===== src/rtl/ray_dir_gen_pkg.sv =====
// Shared fixed-point widths and FSM encoding for the ray direction generator.
// The state encoding is also used by the tracer's debug bus.
package ray_dir_gen_pkg;

    localparam int unsigned QM    = 10;
    localparam int unsigned QN    = 10;
    localparam int unsigned RAY_W = QM + QN;

    typedef enum logic [1:0] {
        ST_IDLE = 2'd0,
        ST_INIT = 2'd1,
        ST_RUN  = 2'd2
    } state_t;

endpackage : ray_dir_gen_pkg


===== src/rtl/ray_dir_gen_vec2_accum.sv =====
// Two-component W-bit accumulator: load a start vector, then add a step vector
// once per enabled cycle. Wraps silently in two's complement.
module ray_dir_gen_vec2_accum #(
    parameter int unsigned W = 20
) (
    input  logic         clk,
    input  logic         reset,
    input  logic         load,
    input  logic         add,
    input  logic [W-1:0] load_x,
    input  logic [W-1:0] load_y,
    input  logic [W-1:0] step_x,
    input  logic [W-1:0] step_y,
    output logic [W-1:0] x,
    output logic [W-1:0] y
);

    always_ff @(posedge clk or posedge reset) begin
        if (reset) begin
            x <= '0;
            y <= '0;
        end else if (load) begin
            x <= load_x;
            y <= load_y;
        end else if (add) begin
            x <= x + step_x;
            y <= y + step_y;
        end
    end

endmodule : ray_dir_gen_vec2_accum


===== src/rtl/ray_dir_gen.sv =====
// Per-frame ray direction generator: snapshots facing/vplane on i_start and
// streams facing + vplane*(2i/NUM_RAYS - 1) for every column over valid/ready.
module ray_dir_gen
    import ray_dir_gen_pkg::*;
#(
    parameter int unsigned LOG2_RAYS = 3,
    parameter int unsigned W         = RAY_W
) (
    input  logic                 clk,
    input  logic                 reset,
    input  logic                 i_start,
    input  logic [W-1:0]         i_facingX,
    input  logic [W-1:0]         i_facingY,
    input  logic [W-1:0]         i_vplaneX,
    input  logic [W-1:0]         i_vplaneY,
    output logic [W-1:0]         o_rayX,
    output logic [W-1:0]         o_rayY,
    output logic [LOG2_RAYS-1:0] o_ray_idx,
    output logic                 o_valid,
    input  logic                 i_ready,
    output logic                 o_busy,
    output logic                 o_frame_done
);

    localparam logic [LOG2_RAYS-1:0] LAST_IDX = '1;

    state_t state, state_nx;

    logic [W-1:0] facing_x_q, facing_y_q;
    logic [W-1:0] vplane_x_q, vplane_y_q;
    logic [W-1:0] step_x_q, step_y_q;

    logic                 accept;
    logic                 snap_en;
    logic                 acc_load;
    logic                 acc_add;
    logic                 valid_nx;
    logic                 busy_nx;
    logic                 done_nx;
    logic [LOG2_RAYS-1:0] idx_nx;

    assign accept = o_valid && i_ready;

    // Frame snapshot; the step is vplane / (NUM_RAYS/2), truncating toward -inf.
    always_ff @(posedge clk or posedge reset) begin
        if (reset) begin
            facing_x_q <= '0;
            facing_y_q <= '0;
            vplane_x_q <= '0;
            vplane_y_q <= '0;
            step_x_q   <= '0;
            step_y_q   <= '0;
        end else if (snap_en) begin
            facing_x_q <= i_facingX;
            facing_y_q <= i_facingY;
            vplane_x_q <= i_vplaneX;
            vplane_y_q <= i_vplaneY;
            step_x_q   <= W'($signed(i_vplaneX) >>> (LOG2_RAYS - 1));
            step_y_q   <= W'($signed(i_vplaneY) >>> (LOG2_RAYS - 1));
        end
    end

    always_ff @(posedge clk or posedge reset) begin
        if (reset) begin
            state        <= ST_IDLE;
            o_valid      <= 1'b0;
            o_busy       <= 1'b0;
            o_frame_done <= 1'b0;
            o_ray_idx    <= '0;
        end else begin
            state        <= state_nx;
            o_valid      <= valid_nx;
            o_busy       <= busy_nx;
            o_frame_done <= done_nx;
            o_ray_idx    <= idx_nx;
        end
    end

    always_comb begin
        state_nx = state;
        valid_nx = o_valid;
        idx_nx   = o_ray_idx;
        done_nx  = 1'b0;
        snap_en  = 1'b0;
        acc_load = 1'b0;
        acc_add  = 1'b0;

        case (state)
            ST_IDLE: begin
                if (i_start) begin
                    snap_en  = 1'b1;
                    state_nx = ST_INIT;
                end
            end
            ST_INIT: begin
                acc_load = 1'b1;
                idx_nx   = '0;
                valid_nx = 1'b1;
                state_nx = ST_RUN;
            end
            ST_RUN: begin
                if (accept) begin
                    if (o_ray_idx == LAST_IDX) begin
                        valid_nx = 1'b0;
                        done_nx  = 1'b1;
                        state_nx = ST_IDLE;
                    end else begin
                        acc_add = 1'b1;
                        idx_nx  = o_ray_idx + LOG2_RAYS'(1);
                    end
                end
            end
            default: begin
                valid_nx = 1'b0;
                state_nx = ST_IDLE;
            end
        endcase

        busy_nx = (state_nx != ST_IDLE);
    end

    ray_dir_gen_vec2_accum #(
        .W (W)
    ) u_accum (
        .clk    (clk),
        .reset  (reset),
        .load   (acc_load),
        .add    (acc_add),
        .load_x (facing_x_q - vplane_x_q),
        .load_y (facing_y_q - vplane_y_q),
        .step_x (step_x_q),
        .step_y (step_y_q),
        .x      (o_rayX),
        .y      (o_rayY)
    );

endmodule : ray_dir_gen

===== config.mk =====
export PLATFORM = sky130hd
export DESIGN_NAME = ray_dir_gen
export DESIGN_NICKNAME = d
export VERILOG_FILES = /design/src/rtl/ray_dir_gen_pkg.sv /design/src/rtl/ray_dir_gen_vec2_accum.sv /design/src/rtl/ray_dir_gen.sv
export SDC_FILE = /design/constraint.sdc
export NUM_CORES = 1
export LEC_CHECK = 0
export CAP_MARGIN = 20
export CORE_MARGIN = 2
export CORE_UTILIZATION = 37
export DETAILED_ROUTE_END_ITERATION = 7
export DONT_BUFFER_PORTS = 1
export PLACE_DENSITY = 0.48
export REMOVE_ABC_BUFFERS = 1
export SLEW_MARGIN = 20
export SYNTH_ARGS = -nofsm -noshare
export SYNTH_HDL_FRONTEND = slang
export SYNTH_HIERARCHICAL = 1
export SYNTH_SLANG_ARGS = --single-unit

===== constraint.sdc =====
create_clock -name clk -period 3.6 [get_ports clk]
set_clock_uncertainty 0.2 [all_clocks]
set_input_delay 0.72 -clock clk [delete_from_list [all_inputs] [get_ports clk]]
set_output_delay 0.72 -clock clk [all_outputs]
set_load 0.03 [all_outputs]

Word-level counts from Yosys, hierarchy flattened
Cells that the tools add are included.

storage, ports and cells
  bits in registers = 164
  input port bits = 84
  output and inout bits = 46
  logic and storage cells = 55

cells by class
  add/sub/neg operators = 5
  eq/ne operators = 6
  muxes and demuxes = 23
  bitwise operators = 1
  reductions and logical operators = 7

operators with widths
  kind                                                                    number
  20-bit 2-to-1 mux                                                       4
  20-bit adder                                                            2
  20-bit subtractor                                                       2
  1-bit 2-to-1 mux                                                        11
  2-bit 2-to-1 mux                                                        3
  3-bit 2-to-1 mux                                                        2
  2-bit != test (second input constant)                                   3
  2-bit case mux with 3 select lines                                      1
  3-bit case mux with 2 select lines                                      1
  3-bit AND reduction                                                     2
  2-bit nonzero test                                                      3
  3-bit by 1-bit adder with 3-bit output (second input constant)          1
  3-bit equality test (second input constant)                             1
  1-bit case mux with 3 select lines                                      1
  2-bit by 1-bit equality test with 1-bit output (second input constant)  1
  2-bit equality test (second input constant)                             1
  2-bit logical NOT                                                       1
  1-bit logical AND                                                       1
  1-bit NOT                                                               1

Logic depth before layout (Yosys ltp)
Gate-level depths: netlist of the first run.

  word-level depth = 6
  depth in mapped cells = 11
  mapped depth without buffers = 11

Modules after synthesis
Netlist of the first run, hierarchy kept.

modules (own cells, without submodules)
  module                  instances  cells an instance  area an instance (sq um)  seq. area each (sq um)
  ray_dir_gen             1          557                5326.4                    2202.1
  ray_dir_gen_vec2_accum  1          461                3793.6                    1001.0

Least setup slack after synthesis of the first run
No wires, ideal clock.

  path kind = register to register
  start = register u_accum.x[0]
  end = register u_accum.x[14]
  library setup time = 69 ps
  arrival time = 2442 ps
  data required time = 3331 ps
  path slack = 889 ps
  stages on the path, launching flop included = 12
  path buffers = 0
  period minus slack after synthesis = 2711 ps
  cells stage by stage = dfrtp_1 -> ha_1 -> inv_1 -> fa_1 -> nor2b_4 -> o21ai_2 -> a21boi_2 -> o21a_4 -> o41ai_4 -> o31a_1 -> or3_1 -> nand3_1

on the way
  longest elaborated chain between the ends = 3

RTL lines
  what                    RTL line                      source
  from (decl)             ray_dir_gen_vec2_accum.sv:14  output logic [W-1:0] x,
  from (signal assigned)  ray_dir_gen_vec2_accum.sv:23  x <= load_x;
  from (signal assigned)  ray_dir_gen_vec2_accum.sv:26  x <= x + step_x;
  20-bit adder            ray_dir_gen_vec2_accum.sv:26
  20-bit 2-to-1 mux       ray_dir_gen_vec2_accum.sv:25  end else if (add) begin
  20-bit 2-to-1 mux       ray_dir_gen_vec2_accum.sv:22  end else if (load) begin

Every way passes these cells. The select of a mux whose other input is x is not followed.
A chain may end at the register's enable or synchronous reset.

Worst setup path after layout of the first run
  start = register u_accum.y[0]
  end = register u_accum.y[14]

on the way
  longest elaborated chain between the ends = 3

RTL lines
  what                    RTL line                      source
  from (decl)             ray_dir_gen_vec2_accum.sv:15  output logic [W-1:0] y
  from (signal assigned)  ray_dir_gen_vec2_accum.sv:24  y <= load_y;
  from (signal assigned)  ray_dir_gen_vec2_accum.sv:27  y <= y + step_y;
  20-bit adder            ray_dir_gen_vec2_accum.sv:27
  20-bit 2-to-1 mux       ray_dir_gen_vec2_accum.sv:25
  20-bit 2-to-1 mux       ray_dir_gen_vec2_accum.sv:22

Every way passes these cells. The select of a mux whose other input is x is not followed.

==> results of run 1 <==
routing by layer:
metal	track usage [%]	vias up	routed length (um)	part of all wire [%]
met5	0	-	0	0
met4	4.46	0	221	0.93
met3	4.37	17	1070	4.5
met2	32.4	120	11600	49
met1	24.0	3361	10800	46
li1	-	3570	-	-
worst register-to-register path, cell delays in order (launching register included):
cell	delay (ns)
dfrtp_1	0.54
ha_1	0.23
inv_1	0.06
fa_1	0.37
and2b_1	0.26
o2111ai_2	0.12
a21oi_1	0.30
o31ai_1	0.16
a21oi_1	0.25
xor2_1	0.18
mux2i_1	0.08
o21ai_0	0.14
path summary, 6_finish.rpt:
path,slack [ns],end
hold / removal,0.13,u_accum/x[0]$_DFFE_PP0P_
min in group clk,0.22,facing_y_q[1]$_DFFE_PP0P_
max in group asynchronous,1.87,facing_y_q[12]$_DFFE_PP0P_
hold reg to reg,0.30,o_valid$_DFFE_PP0P_
setup / recovery,0.64,u_accum/y[14]$_DFFE_PP0P_
setup reg to reg,0.64,u_accum/y[14]$_DFFE_PP0P_
placed cells by master (no fill, tap or decap), types with 4 or more instances in the layout:
master       n
a21oi_1     73
mux2_2      40
a31oi_1     10
mux2i_1     22
fa_1         4
clkbuf_16   17
nand3b_1     6
o21ai_0    102
xnor2_1     38
nor2_1      45
o21a_1       6
dfrtp_1    128
a21oi_2      5
o211ai_1     7
a211oi_1     6
nand4_1     16
o21ai_1      7
buf_4        8
or3_1        8
nand2b_1    13
ha_1        78
xor2_1      22
a21o_1      21
o21bai_1     7
nand3_1     21
nand2_1    130
nor3b_1      8
inv_1       62
a22oi_1      5
nor2b_1      8
nor3_1       8
kinds of logic after synthesis:
family	count (synthesis)	share of synthesized area (%)
flops	128	35.1
buf+inv	114	5.06
simple gates	280	14.5
fa+ha+maj	82	11.6
mux	62	7.35
compound gates	292	20.7
xor+xnor	60	5.76
sequential cells by signal, summed over array words and instances, names as in the netlist:
name / cells
o_valid: 1
vplane_y_q: 20
o_frame_done: 1
u_accum/y: 20
state: 2
vplane_x_q: 20
o_busy: 1
o_ray_idx: 3
facing_y_q: 20
facing_x_q: 20
u_accum/x: 20
metrics by stage:
step,hold WS (ns),setup WS (ns),util [%],TNS [ns]
final,0.126,0.639,41.4,0
after global routing,0.182,0.457,41.4,0
after CTS,0.196,0.608,41.3,0
after detailed placement,0.294,0.636,38.8,0
after global placement,0.295,0.656,38.8,0
after floorplan,0.245,-4.84,-,-393.59
cell type report:
| type | instances | area (um2) | area share (%) |
|---|---|---|---|
| Clock buffer | 22 | 474 | 4.72 |
| Clock inverter | 9 | 133 | 1.32 |
| Inverter | 66 | 251 | 2.50 |
| Multi-Input combinational cell | 776 | 5470 | 54.4 |
| Sequential cell | 128 | 3200 | 31.9 |
| Tap cell | 324 | 405 | 4.03 |
| Timing Repair Buffer | 11 | 118 | 1.17 |
==> results.md, run 1 <==
- Crit-path most repeated cell: a21oi_1
- Routed WL: between 20000 and 25000 um
- Worst-path maximum fanout: 3
- Largest stage delay, worst path: between 0.5 and 0.6 ns
- Register bit count reported by yosys: between 100 and 150
- Post-synthesis sequential area ratio: 35.1%
- Avg Inst Size Synth: about 9.0 um2
- Placed Cells: ~1300
- # setup viols final: 0
- Placed instance area: roughly 9400 um2
- Die outline height: around 160 um
- Initial antenna violation count: 0
- FFs w/ async S/R, synth: 100%
- Synth cell count leaders: nand2_1 (130), dfrtp_1 (128), o21ai_0 (102), ha_1 (78), a21oi_1 (73)
- Worst-Margin Slew: around 0.85 ns
- CP delay by family, top: compound AO/OA/AOI/OAI gates
- Yosys warns: 6
- Drt wl/cell: between 15 and 20 um
- Resized cells post-CTS: 0
- Worst EP required: between 3 and 4 ns
- Port buffer count: 0
- Critical path buffers and inverters: 1
- Total GRT Usage: 18.8%
- Post-route cell area: roughly 10000 um2
- Hold_buf cts: 0
- Die Wd: approximately 160 um
- Reg2Reg Depth: 11
- Max-cap violations: 0
- Crit-path cells: ha_1 -> inv_1 -> fa_1 -> and2b_1 -> o2111ai_2 -> a21oi_1 -> o31ai_1 -> a21oi_1 -> xor2_1 -> mux2i_1 -> o21ai_0
- Total gr overflow: 0
- Final period util: ~82%
- Outcome: complete, no violations
- DP Wirelength: about 18000 um
- Cell row count: 57
- Max Clk Rate: approximately 340 MHz
- Finished Layout Cells: between 1000 and 1500
- Final nets: around 1200
- First-pass GRT wire length: a little under 40000 um
- Mapped Cells: ~1000
- Share of layout cells above drive strength 1: 11.4%
- Worst-skew pair later-pin latency: approximately 0.42 ns
- WS Path Type: flip-flop to flip-flop
- WP depth: 11
- CTS root buf: clkbuf_16
- Mapped cell area: between 9000 and 10000 um2
- Remaining antenna violation count: 0
- Max Root-Sink Buffers: 2
- Distinct cells, synth: 77
- CORE AREA: between 20000 and 25000 um2
- CTS H-tree depth: 4
- CP max-delay cell: dfrtp_1
- EDFF count, synth: 0
- CP Launch Type: flip-flop
- CTS buffer count: 17
- CP endpoint kind: flip-flop
- Top_reg_cell synth: dfrtp_1
- DIE AREA: ~26000 um2
- Largest net degree at the start of global routing: 123
- Worst-path clk slew: 0.06 ns
- Tmin final: slightly below 3 ns
- RR Startpoint: u_accum/y[0]$_DFFE_PP0P_
- Area Growth Syn to Fin: 10.2%
- Ant diodes: 0
- Final GP Congestion: between 0.8 and 0.9
- Yosys top cell by area: dfrtp_1
- Via count: 7068
- Min-Delay Path Class: input port to async pin
- CP arrival: around 3.1 ns
- Router iterations before antenna repair: 6
- Io pins: 130
- Final Hold Viols: 0
- 1st-iter DRT viols: slightly above 300
- Setup repair bufs after CTS: 0
- Vias per inst: between 5 and 6
- Synth top area share: between 30% and 40%
- RSZ-0062 raised after global routing: no
- Clock sink total: about 130
- Most numerous cell in the Yosys netlist: nand2_1
- CTS tree: done
- Drc violations: 0
- Initial Utilization: between 30% and 40%
- Vias in the first global route: roughly 7200
- CP Launch Point: u_accum/y[0]$_DFFE_PP0P_
- Fin. max-slew vios: 0
- Slew HR: 43.3%
- Synth top area cells: dfrtp_1 (35%), ha_1 (11%), o21ai_0 (5.6%)
- # fillers: 2465
Power of run 1 is left out: the tool's default activity adds up to more than one toggle a clock period on the data nets, which glitch-free logic cannot reach.
==> run 2: changes to the inputs <==
Settings changed: PLACE_DENSITY 0.48 to 0.5.
Clock period 3.6 ns to 2.7 ns, I/O delays scaled along.
==> run 2 against run 1 <==
  * Sequential share of layout area fell by 2.1 points
  * First-iteration DRC count up 10%
  * Count of clock-buffer cells in the layout decreased by 3
  * Maximum frequency grew 14%
==> results.md, run 2 (synthesis results as in run 1) <==
- Outcome: complete, no violations
- Hold Crit Depth: 2
- Remaining antenna violation count: 0
- Reg2Reg Depth: 12
- Drt wl/cell: around 17 um
- Dpl ws: -0.0424 ns
- Final Hold Viols: 0
- Final period util: a little over nine tenths
- CP endpoint kind: flip-flop
- Fin. max-slew vios: 0
- # setup viols final: 0
- Vias per inst: ~5.2
- 1st-iter DRT viols: 340
- Worst-Margin Slew: about 0.62 ns
- Initial Utilization: 37.6%
- Leading cell type in the layout, fill and taps excluded: nand2_1
- Max Root-Sink Buffers: 2
- Setup slack, reg-to-reg: approximately 0.1 ns
- Setup WS post-layout: a little under 0.1 ns
- Router iterations before antenna repair: 4
- Hold Path Sink: vplane_y_q[15]$_DFFE_PP0P_
- Worst EP required: approximately 2.8 ns
- CP Launch Type: flip-flop
- Final nets: about 1200
- DIE AREA: ~26000 um2
- Largest net degree at the start of global routing: 84
- Initial antenna violation count: 0
- Slew HR: between 50% and 60%
- Die outline height: 161 um
- CTS H-tree depth: 4
- CTS tree: done
- CTS buffer count: 17
- CORE AREA: approximately 24000 um2
- RSZ-0062 raised after global routing: yes
- Drc violations: 0
- Final GP Congestion: between 0.8 and 0.9
- Max Clk Rate: roughly 380 MHz
- Worst-path maximum fanout: 3
- CP arrival: about 2.7 ns
- Tmin final: 2.60 ns
- Max-cap violations: 0
- Die Wd: between 150 and 200 um
- HP Start: i_vplaneY[15]
- Cell row count: 57
- Area Growth Syn to Fin: 17.9%
- Ant diodes: 0
- Total GRT Usage: between 10% and 20%
- Share of layout cells above drive strength 1: between 15 and 20%
- Via count: roughly 7300
- Routed WL: ~24000 um
- DP Wirelength: roughly 19000 um
- Clock sink total: 128
- Min-Delay Path Class: input port to flip-flop
- FF-to-FF End: u_accum/y[12]$_DFFE_PP0P_
- Worst-skew pair later-pin latency: 0.42 ns
- Total gr overflow: 0
- WS Path Type: flip-flop to flip-flop
- Vias in the first global route: about 7400
- RR Startpoint: vplane_y_q[2]$_DFFE_PP0P_
- Worst-path clk slew: ~0.060 ns
- Io pins: 130
- CTS root buf: clkbuf_16
- Most frequent cells in the layout: nand2_1 (130), dfrtp_1 (128), o21ai_0 (100)
- First-pass GRT wire length: 39300 um
- Port buffer count: 0
run 2: cell count changes in the layout (fill, tap and decap cells not counted), sizes merged:
| cell | previous run | this run |
|---|---|---|
| clkbuf | 22 | 19 |
| clkinv | 6 | 5 |
| clkinvlp | 2 | 5 |
| bufinv | 3 | 2 |
| inv | 64 | 67 |
| buf | 10 | 79 |
run 2: critical path, cell delays in order, from the launching register on:
cell	delay, ns
dfrtp_1	0.35
ha_2	0.18
inv_2	0.04
fa_2	0.34
and2b_1	0.23
o2111ai_2	0.17
a21oi_2	0.18
buf_6	0.13
nor2_1	0.05
o21ai_1	0.15
a21oi_1	0.10
mux2i_1	0.13
a211o_1	0.22
run 2: timing repair:
item	in CTS	in global routing
pin swaps	0	25
hold endpoints to repair	60	0
setup endpoints to repair	3	14
buffers inserted	0	8
hold buffers	1	0
resized for setup	4	33
run 2: worst max path at each step:
stage | startpoint | to | slack (ns) | depth (start not counted)
after floorplan | i_start | facing_x_q[10]$_DFFE_PP0P_ | -5.56 | 2
after global placement | facing_x_q[0]$_DFFE_PP0P_ | u_accum/x[18]$_DFFE_PP0P_ | -0.02 | 11
after detailed placement | vplane_x_q[0]$_DFFE_PP0P_ | u_accum/x[18]$_DFFE_PP0P_ | -0.04 | 10
after CTS | u_accum/y[0]$_DFFE_PP0P_ | u_accum/y[18]$_DFFE_PP0P_ | 0.008 | 12
after global routing | vplane_y_q[2]$_DFFE_PP0P_ | u_accum/y[18]$_DFFE_PP0P_ | -0.09 | 12
final | vplane_y_q[2]$_DFFE_PP0P_ | u_accum/y[12]$_DFFE_PP0P_ | 0.1 | 12
run 2: metal layers:
layer	vias up	track usage (%)	wire length (um)
met4	0	4.50	287
met2	122	32.1	11500
met1	3472	24.8	11200
met5	-	0	0
li1	3711	-	-
met3	17	4.65	1070
run 2: through the flow:
step / instances / hold WS, ns / instance area, um2 / TNS [ns] / utilization (%)
finish: 1406 / 0.0357 / 10800 / 0 / 44.3
global route: 1406 / 0.0246 / 10800 / -0.215 / 44.3
CTS: 1398 / 0.0144 / 10500 / 0 / 43.4
detailed placement: 1365 / 0.305 / 9910 / -0.0424 / 40.9
global placement: 1365 / 0.294 / 9910 / -0.0180 / 40.9
floorplan: 970 / 0.245 / 8910 / -515.53 / -
run 2: area by class of cell:
cell class | instances | area, um2
fill | 2435 | 13500
clock buffer | 19 | 453
timing repair buffer | 80 | 657
sequential | 128 | 3200
inverter | 66 | 254
tap | 324 | 405
multi-input combinational | 776 | 5640
clock inverter | 13 | 136
Power of run 2 is left out for the same reason.
==> run 3: changes to the inputs <==
Settings changed: PLACE_DENSITY 0.5 to 0.48.
Clock period 2.7 ns to 2.45 ns, I/O delays scaled along.
==> run 3 against run 2 <==
  * Setup slack worse by 0.26 ns
  * Final cell count up 11%
  * Utilization up 6.7 points
  * Highest routed layer unchanged
  * The flow now finishes with violations (negative setup slack)
  * Count of clock-buffer cells in the layout down 1
  * Hold slack worse by 0.022 ns
==> results.md, run 3 (synthesis results as in run 1) <==
- Outcome: finished, violations left
- Violated checks: negative setup slack
- RR Startpoint: vplane_x_q[2]$_DFFE_PP0P_
- Setup WS post-layout: -0.167 ns
- Die outline height: ~160 um
- Final GP Congestion: 0.869
- Port buffer count: 0
- Core Util, Final: about half
- CP Launch Type: flip-flop
- Clock sink total: roughly 130
- Remaining antenna violation count: 0
- Slew HR: 48.5%
- Die Wd: 161 um
- Final nets: between 1000 and 1500
- Most frequent cells in the layout: buf_4 (170), dfrtp_1 (128), nand2_1 (127)
- Worst EP required: about 2.6 ns
- Final period util: 107%
- CP Launch Point: vplane_x_q[2]$_DFFE_PP0P_
- Vias per inst: approximately 5.1
- Initial antenna violation count: 0
- Max Clk Rate: 382 MHz
- Fin. max-slew vios: 0
- First-pass GRT wire length: 42100 um
- WS Path Type: flip-flop to flip-flop
- CP endpoint kind: flip-flop
- Worst-Margin Slew: slightly below 0.8 ns
- 1st-iter DRT viols: between 300 and 400
- CP arrival: between 2 and 3 ns
- CORE AREA: around 24000 um2
- Routed WL: 26400 um
- Initial Utilization: 37.6%
- Dpl ws: -0.271 ns
- Max Root-Sink Buffers: 2
- Worst-path maximum fanout: 4
- RSZ-0062 raised after global routing: yes
- CTS root buf: clkbuf_16
- Total gr overflow: 0
- Vias in the first global route: just over 8000
- Min-Delay Path Class: input port to flip-flop
- Cell row count: between 50 and 60
- Largest net degree at the start of global routing: 67
- Router iterations before antenna repair: 4
- DIE AREA: between 20000 and 30000 um2
- Share of layout cells above drive strength 1: between 20 and 30%
- CTS tree: done
- Tmin final: 2.62 ns
- Area Growth Syn to Fin: 35.7%
- # setup viols final: 17
- Ant diodes: 0
- Drc violations: 0
- Leading cell type in the layout, fill and taps excluded: buf_4
- Worst-path clk slew: around 0.060 ns
- Max-cap violations: 0
- TNS Setup: -1.23 ns
- Worst-skew pair later-pin latency: roughly 0.42 ns
- Via count: ~8000
- DP Wirelength: a little under 20000 um
- Final Hold Viols: 0
- CTS H-tree depth: 4
- CTS buffer count: 17
- Io pins: between 100 and 150
- Total GRT Usage: about a fifth
- HP Start: i_facingX[1]
- Drt wl/cell: approximately 17 um
[run 3: cell types whose count changed in the layout (fill, tap and decap cells not counted), sizes merged]
cell and delta:
clkinvlp -3, clkinv +3, bufinv +1, dlygate4sd3 +55
buf +100, inv -1
[run 3: path summary, 6_finish.rpt]
path	endpoint	slack, ns	cells past startpoint
max in group asynchronous	vplane_x_q[12]$_DFFE_PP0P_	0.96	3
max reg2reg	u_accum/x[12]$_DFFE_PP0P_	-0.17	11
min reg2reg	o_valid$_DFFE_PP0P_	0.30	1
max	u_accum/x[12]$_DFFE_PP0P_	-0.17	11
min	facing_x_q[1]$_DFFE_PP0P_	0.01	2
min in group asynchronous	vplane_x_q[2]$_DFFE_PP0P_	0.40	2
[run 3: what timing repair did]
item | 4_1_cts | 5_1_grt
buffers inserted | 5 | 17
resized for setup | 45 | 56
hold endpoints to repair | 107 | 0
cloned | 0 | 1
endpoints found under the setup margin | 25 | 28
pin swaps | 27 | 54
hold buffers | 56 | 0
[run 3: metal layers]
layer,share of wire (%),GRT usage [%]
met1,44,25.7
met4,1.9,6.82
met3,4.4,3.95
met5,0,0
met2,49,35.4
[run 3: layout make-up]
class | count | area [um2]
fillers | 2343 | 11900
repair buffers | 236 | 2020
multi-input cells | 776 | 5900
clock inverters | 13 | 164
flip-flops and latches | 128 | 3200
inverters | 66 | 254
well taps | 324 | 405
clock buffers | 18 | 439
[run 3: worst max-delay path, stage by stage (launching register included)]
cell	delay, ns
dfrtp_1	0.40
ha_2	0.20
inv_2	0.05
fa_2	0.23
nor2b_4	0.05
o21ai_2	0.16
a21boi_2	0.09
o21a_4	0.22
o41ai_4	0.35
o21bai_1	0.15
mux2i_1	0.13
a221o_1	0.26
[run 3: metrics by stage]
step           cell area, um2  cells  hold WS [ns]
5_1_grt                 12400   1561      0.000374
4_1_cts                 12000   1543     0.0000743
6_report                12400   1561        0.0136
3_5_place_dp            10600   1452         0.219
3_3_place_gp            10600   1452         0.219
2_1_floorplan            8910    970         0.245
Power of run 3 is left out for the same reason.
